### src/rtl/sign_truncator.sv
// Narrows two's-complement samples from INPUT_WIDTH to OUTPUT_WIDTH, saturating or wrapping.
// Latency: 1 cycle from input accept to out_valid when the output register is free.
// Backpressure: 1-entry skid absorbs a sample accepted while output is held; in_ready drops until it drains.
//
// Ports:
//   clk, rst_n                 clock, synchronous active-low reset
//   in_valid/in_ready/in_data  input stream (in_ready registered)
//   saturate_en                1: clamp out-of-range, 0: keep low OUTPUT_WIDTH bits
//   out_valid/out_ready        output stream
//   out_data/out_overflow      narrowed sample and its per-sample overflow flag
//   overflow_sticky            set by any accepted overflow, cleared by clear/reset
//   overflow_count             accepted overflow samples, saturating
//   clear                      synchronous clear of sticky flag and counter
module sign_truncator #(
    parameter int INPUT_WIDTH  = 16,
    parameter int OUTPUT_WIDTH = 8,
    parameter int COUNT_WIDTH  = 16
) (
    input  logic                    clk,
    input  logic                    rst_n,
    input  logic                    in_valid,
    output logic                    in_ready,
    input  logic [INPUT_WIDTH-1:0]  in_data,
    input  logic                    saturate_en,
    output logic                    out_valid,
    input  logic                    out_ready,
    output logic [OUTPUT_WIDTH-1:0] out_data,
    output logic                    out_overflow,
    output logic                    overflow_sticky,
    output logic [COUNT_WIDTH-1:0]  overflow_count,
    input  logic                    clear
);

    localparam logic [OUTPUT_WIDTH-1:0] SAT_POS = {1'b0, {(OUTPUT_WIDTH-1){1'b1}}};
    localparam logic [OUTPUT_WIDTH-1:0] SAT_NEG = {1'b1, {(OUTPUT_WIDTH-1){1'b0}}};
    localparam logic [COUNT_WIDTH-1:0]  CNT_ONE = {{(COUNT_WIDTH-1){1'b0}}, 1'b1};
    localparam logic [COUNT_WIDTH-1:0]  CNT_MAX = {COUNT_WIDTH{1'b1}};

    logic                    r_in_rdy;
    logic                    r_out_vld;
    logic [OUTPUT_WIDTH-1:0] r_out_dat;
    logic                    r_out_ovf;
    logic                    r_skid_vld;
    logic [OUTPUT_WIDTH-1:0] r_skid_dat;
    logic                    r_skid_ovf;
    logic                    r_sticky;
    logic [COUNT_WIDTH-1:0]  r_count;

    logic [INPUT_WIDTH-OUTPUT_WIDTH:0] w_top;
    logic                    w_ovf;
    logic [OUTPUT_WIDTH-1:0] w_res;
    logic                    w_acc;
    logic                    w_out_free;
    logic                    w_skid_vld_nxt;
    logic [COUNT_WIDTH-1:0]  w_cnt_base;

    // The value fits iff every bit from the input MSB down to the output
    // sign position is a copy of the sign.
    assign w_top = in_data[INPUT_WIDTH-1:OUTPUT_WIDTH-1];
    assign w_ovf = !((&w_top) || !(|w_top));

    always_comb begin
        w_res = in_data[OUTPUT_WIDTH-1:0];
        if (saturate_en && w_ovf) begin
            w_res = in_data[INPUT_WIDTH-1] ? SAT_NEG : SAT_POS;
        end
    end

    assign w_acc      = in_valid && r_in_rdy;
    assign w_out_free = !r_out_vld || out_ready;

    // Skid fills only when a sample arrives while the output is held, and
    // drains whenever the output register frees up (input is blocked then).
    always_comb begin
        w_skid_vld_nxt = r_skid_vld;
        if (w_out_free) begin
            w_skid_vld_nxt = 1'b0;
        end else if (w_acc) begin
            w_skid_vld_nxt = 1'b1;
        end
    end

    // clear wipes the history first, so an overflow accepted in the same
    // cycle is still counted on top of zero.
    assign w_cnt_base = clear ? '0 : r_count;

    always_ff @(posedge clk) begin
        if (!rst_n) begin
            r_in_rdy   <= 1'b0;
            r_out_vld  <= 1'b0;
            r_out_dat  <= '0;
            r_out_ovf  <= 1'b0;
            r_skid_vld <= 1'b0;
            r_skid_dat <= '0;
            r_skid_ovf <= 1'b0;
            r_sticky   <= 1'b0;
            r_count    <= '0;
        end else begin
            r_in_rdy   <= !w_skid_vld_nxt;
            r_skid_vld <= w_skid_vld_nxt;

            if (w_out_free) begin
                if (r_skid_vld) begin
                    r_out_vld <= 1'b1;
                    r_out_dat <= r_skid_dat;
                    r_out_ovf <= r_skid_ovf;
                end else if (w_acc) begin
                    r_out_vld <= 1'b1;
                    r_out_dat <= w_res;
                    r_out_ovf <= w_ovf;
                end else begin
                    r_out_vld <= 1'b0;
                end
            end else if (w_acc) begin
                r_skid_dat <= w_res;
                r_skid_ovf <= w_ovf;
            end

            if (w_acc && w_ovf) begin
                r_sticky <= 1'b1;
                r_count  <= (w_cnt_base == CNT_MAX) ? CNT_MAX : w_cnt_base + CNT_ONE;
            end else begin
                if (clear) begin
                    r_sticky <= 1'b0;
                end
                r_count <= w_cnt_base;
            end
        end
    end

    assign in_ready        = r_in_rdy;
    assign out_valid       = r_out_vld;
    assign out_data        = r_out_dat;
    assign out_overflow    = r_out_ovf;
    assign overflow_sticky = r_sticky;
    assign overflow_count  = r_count;

endmodule

### config.mk
export PLATFORM = sky130hd
export DESIGN_NAME = sign_truncator
export DESIGN_NICKNAME = d
export VERILOG_FILES = /design/src/rtl/sign_truncator.sv
export SDC_FILE = /design/constraint.sdc
export NUM_CORES = 1
export LEC_CHECK = 0
export ABC_AREA = 1
export CORE_UTILIZATION = 30
export CTS_CLUSTER_DIAMETER = 100
export DETAILED_ROUTE_END_ITERATION = 12
export HOLD_SLACK_MARGIN = 0.02
export PLACE_DENSITY = 0.52
export SETUP_SLACK_MARGIN = 0.2
export SLEW_MARGIN = 15
export SYNTH_ARGS = -nofsm -noshare
export SYNTH_HDL_FRONTEND = slang
export SYNTH_SLANG_ARGS = --single-unit
export TNS_END_PERCENT = 100
### constraint.sdc
create_clock -name clk -period 2.8 [get_ports clk]
set_input_delay 0.84 -clock clk [delete_from_list [all_inputs] [get_ports clk]]
set_output_delay 0.84 -clock clk [all_outputs]
set_load 0.05 [all_outputs]
==> reports/metrics.yaml <==
clock_tree:
  clock_path_buffers: 2
  clock_latency_ps: 300
  cts-root-buf: "clkbuf_8"
  clk_pin_slew_ps: 70
  htreeDepth: 2
  cts_inserted_buffers: 5
  cts.sinks: 38
  cts_tree: "built"
critical_path:
  crit_slowest_cell: "clkdlybuf4s50_1"
  worstRegToRegCells: 12
  crit_path_max_fanout: 10
  critical_path_buf_inv_count: 3
  end_kind: "flip-flop"
  reg2reg_slack_ps: 1060
  crit_family: "simple AND/OR/NAND/NOR gates"
  crit_chain: "clkdlybuf4s50_1 > buf_4 > nor2_2 > ha_4 > nand2_1 > nor2_4 > nand2_2 > nor2_4 > nand3_2 > buf_12 > nand3_1 > nand2_1 > a21oi_1"
  worstSetupStartpointType: "input port"
  worstSetupPathType: "input port to flip-flop"
  cp.arrival_ps: 2700
  timing.rr.end: "overflow_count[10]$_SDFF_PN0_"
  cp.required_ps: 3030
  slowest_delay_ps: 400
  timing.rr.start: "overflow_count[1]$_SDFF_PN0_"
power_and_ir_drop:
  power_density_nw_per_um2: 399
  power.leakage_uw: 0.00140
  peakVddDrop_mv: 0.216
  power_uw: 1270
final_layout:
  num-fill-cells: 764
  drive_gt1_share_pct: 20.3
  final_core_utilization_pct: 43.1
  nNetsFinal: 437
  final_cells: 513
  area_growth_pct: 36.6
  insertedDiodeCount: 0
synth:
  synth_top_area_share_pct: 32.5
  synth.avg_cell_area_um2: 6.72
  yosys_warnings: 0
  ys.flop_type: "dfxtp_1"
  synth_nets: 371
  yosysUniqueCellTypes: 30
  synth_common_cells: "nand2_1 (92), nor2_1 (43), dfxtp_1 (38)"
  synthTopCellsByArea: "dfxtp_1 (33%), nand2_1 (15%), nor2_1 (6.9%)"
  synth.most_common_cell: "nand2_1"
  synthCells: 348
  synth_edf_count: 0
  async_flop_share_pct: 0
  ys_seq_elements: 38
  syn_area_um2: 2340
  yosysSeqAreaShare_pct: 32.5
  yosysTopAreaCell: "dfxtp_1"
timing:
  min_period_over_period_pct: 88.4
  fin_skew_ps: 11.2
  hold_slack_ps: 466
  period_minus_slack_ps: 2480
  setup_viol: 0
  worst_slew_pin_slew_ps: 503
  fmax_mhz: 404
  final.setup.tns_ps: 0
  slew_headroom_pct: 66.3
  slew_violations: 0
  rsz0062_at_grt: "no"
  final-hold-violation-count: 0
die:
  die_w_um: 90.3
  std_cell_rows: 31
  io_pins: 50
  die-area_um2: 8150
  core_area_um2: 7410
  fp.dieH_um: 90.3
  start_util_pct: 31.6
routing:
  drt_iter0_drc: 97
  drtAntennaViolNets: 0
  viasPerCell: 4.64
  wl_um: 6410
  drtPass1Iterations: 4
  detail_route.wl_per_cell_um: 12.5
  drc_errors: 0
  vias: 2382
flow_run:
  drv_cap: 0
worst_hold_path:
  hold_path.class: "flip-flop to flip-flop"
  holdPathEnd: "overflow_sticky$_SDFFE_PN0P_"
  hp-start: "overflow_sticky$_SDFFE_PN0P_"
  min_delay_path_depth: 2
placement:
  numPlacedInstances: 506
  routabilityCongestion: 0.822
  dp_hpwl_um: 4720
  io_buffers: 49
global_routing:
  overflow: 0
  met3_usage_pct: 2.86
  grt_pass1_wl_um: 10600
  use_met2_pct: 28.9
  busiest_layer: "met2"
  grt_max_degree: 25
  grt_pass1_vias: 2204
  met1_usage_pct: 20.0
  antenna_found_initial: 0
  grt_usage_pct: 16.2
run_status:
  status: "completed"
[how the worst max path moves through the flow]
| stage | start | to | slack [ps] | cells past startpoint |
|---|---|---|---|---|
| 6_report | clear | overflow_count[10]$_SDFF_PN0_ | 320 | 13 |
| 5_1_grt | clear | overflow_count[10]$_SDFF_PN0_ | 190 | 13 |
| 4_1_cts | clear | overflow_count[13]$_SDFF_PN0_ | 270 | 13 |
| 3_5_place_dp | clear | overflow_count[0]$_SDFF_PN0_ | -20 | 10 |
| 3_3_place_gp | clear | overflow_count[0]$_SDFF_PN0_ | 1 | 12 |
| 2_1_floorplan | clear | overflow_count[13]$_SDFF_PN0_ | 270 | 15 |
[state kept, by name, indices dropped and copies added (netlist names)]
name,flops
out_data,8
r_skid_vld,1
out_overflow,1
out_valid,1
overflow_sticky,1
r_skid_dat,8
overflow_count,16
r_skid_ovf,1
in_ready,1
[logic make-up (layout without fill, tap and decap cells)]
kind of cell             after synthesis  after routing  share of synthesized area, %
AND/OR/NAND/NOR                      200            200                          42.5
buffers and inverters                 47            113                          9.42
adder cells (fa/ha/maj)                1              1                         0.535
flip-flops                            38             38                          32.5
AO/OA/AOI/OAI                         62             62                          15.0
[worst min-delay path, stage by stage (launching register included)]
cell and delay (ps):
dfxtp_1 310, nand2_1 60, a21oi_1 50
[final cells by class]
class	instances	area [um2]	share of cell area, %
multi-input cells	263	1380	43.1
clock inverters	1	30.0	0.940
repair buffers	70	673	21.1
clock buffers	6	82.6	2.59
well taps	99	124	3.88
flip-flops and latches	38	761	23.8
inverters	36	148	4.62
[stage by stage]
step / instance area [um2] / setup slack [ps]
global placement: 3060 / 1.35
finish: 3190 / 324
CTS: 3180 / 269
floorplan: 2340 / 270
global route: 3190 / 194
detailed placement: 3060 / -16.1
[routing by layer]
layer	wire [um]	part of all wire (%)
met2	3180	50
met3	222	3.5
met1	2950	46
met4	46	0.72
met5	0	0
[placed cells by master, fill, tap and decap left out]
cell type         n
clkbuf_8          6
inv_12            1
buf_12            2
nor2_1           42
buf_4            19
nor3_1            1
nand2_1          92
bufinv_16         1
nand3_1          19
or2_2             1
a21oi_2          10
dfxtp_1          38
a21oi_1          26
nand4_2           2
nand3_2          14
nor2_2            8
clkinv_1          1
nand3b_1          1
o21ai_2           1
nor3_4            1
inv_1            29
o21ai_0          17
nand2_4           2
nor2_4            4
ha_4              1
o21ai_1           7
a21o_1            1
nand4_1           7
nand2_2           6
inv_2             5
clkdlybuf4s50_1  49
[power breakdown]
group	internal, uW	switching (uW)	total [uW]
Sequential	557	9.28	566
Clock	285	205	490
Combinational	84.0	133	217
[repair_timing]
item,in CTS,in global routing
setup endpoints to repair,0,13
hold buffers,0,0
buffers inserted,0,0
gates resized for setup,0,5
Power figures use the tool's default switching activity.
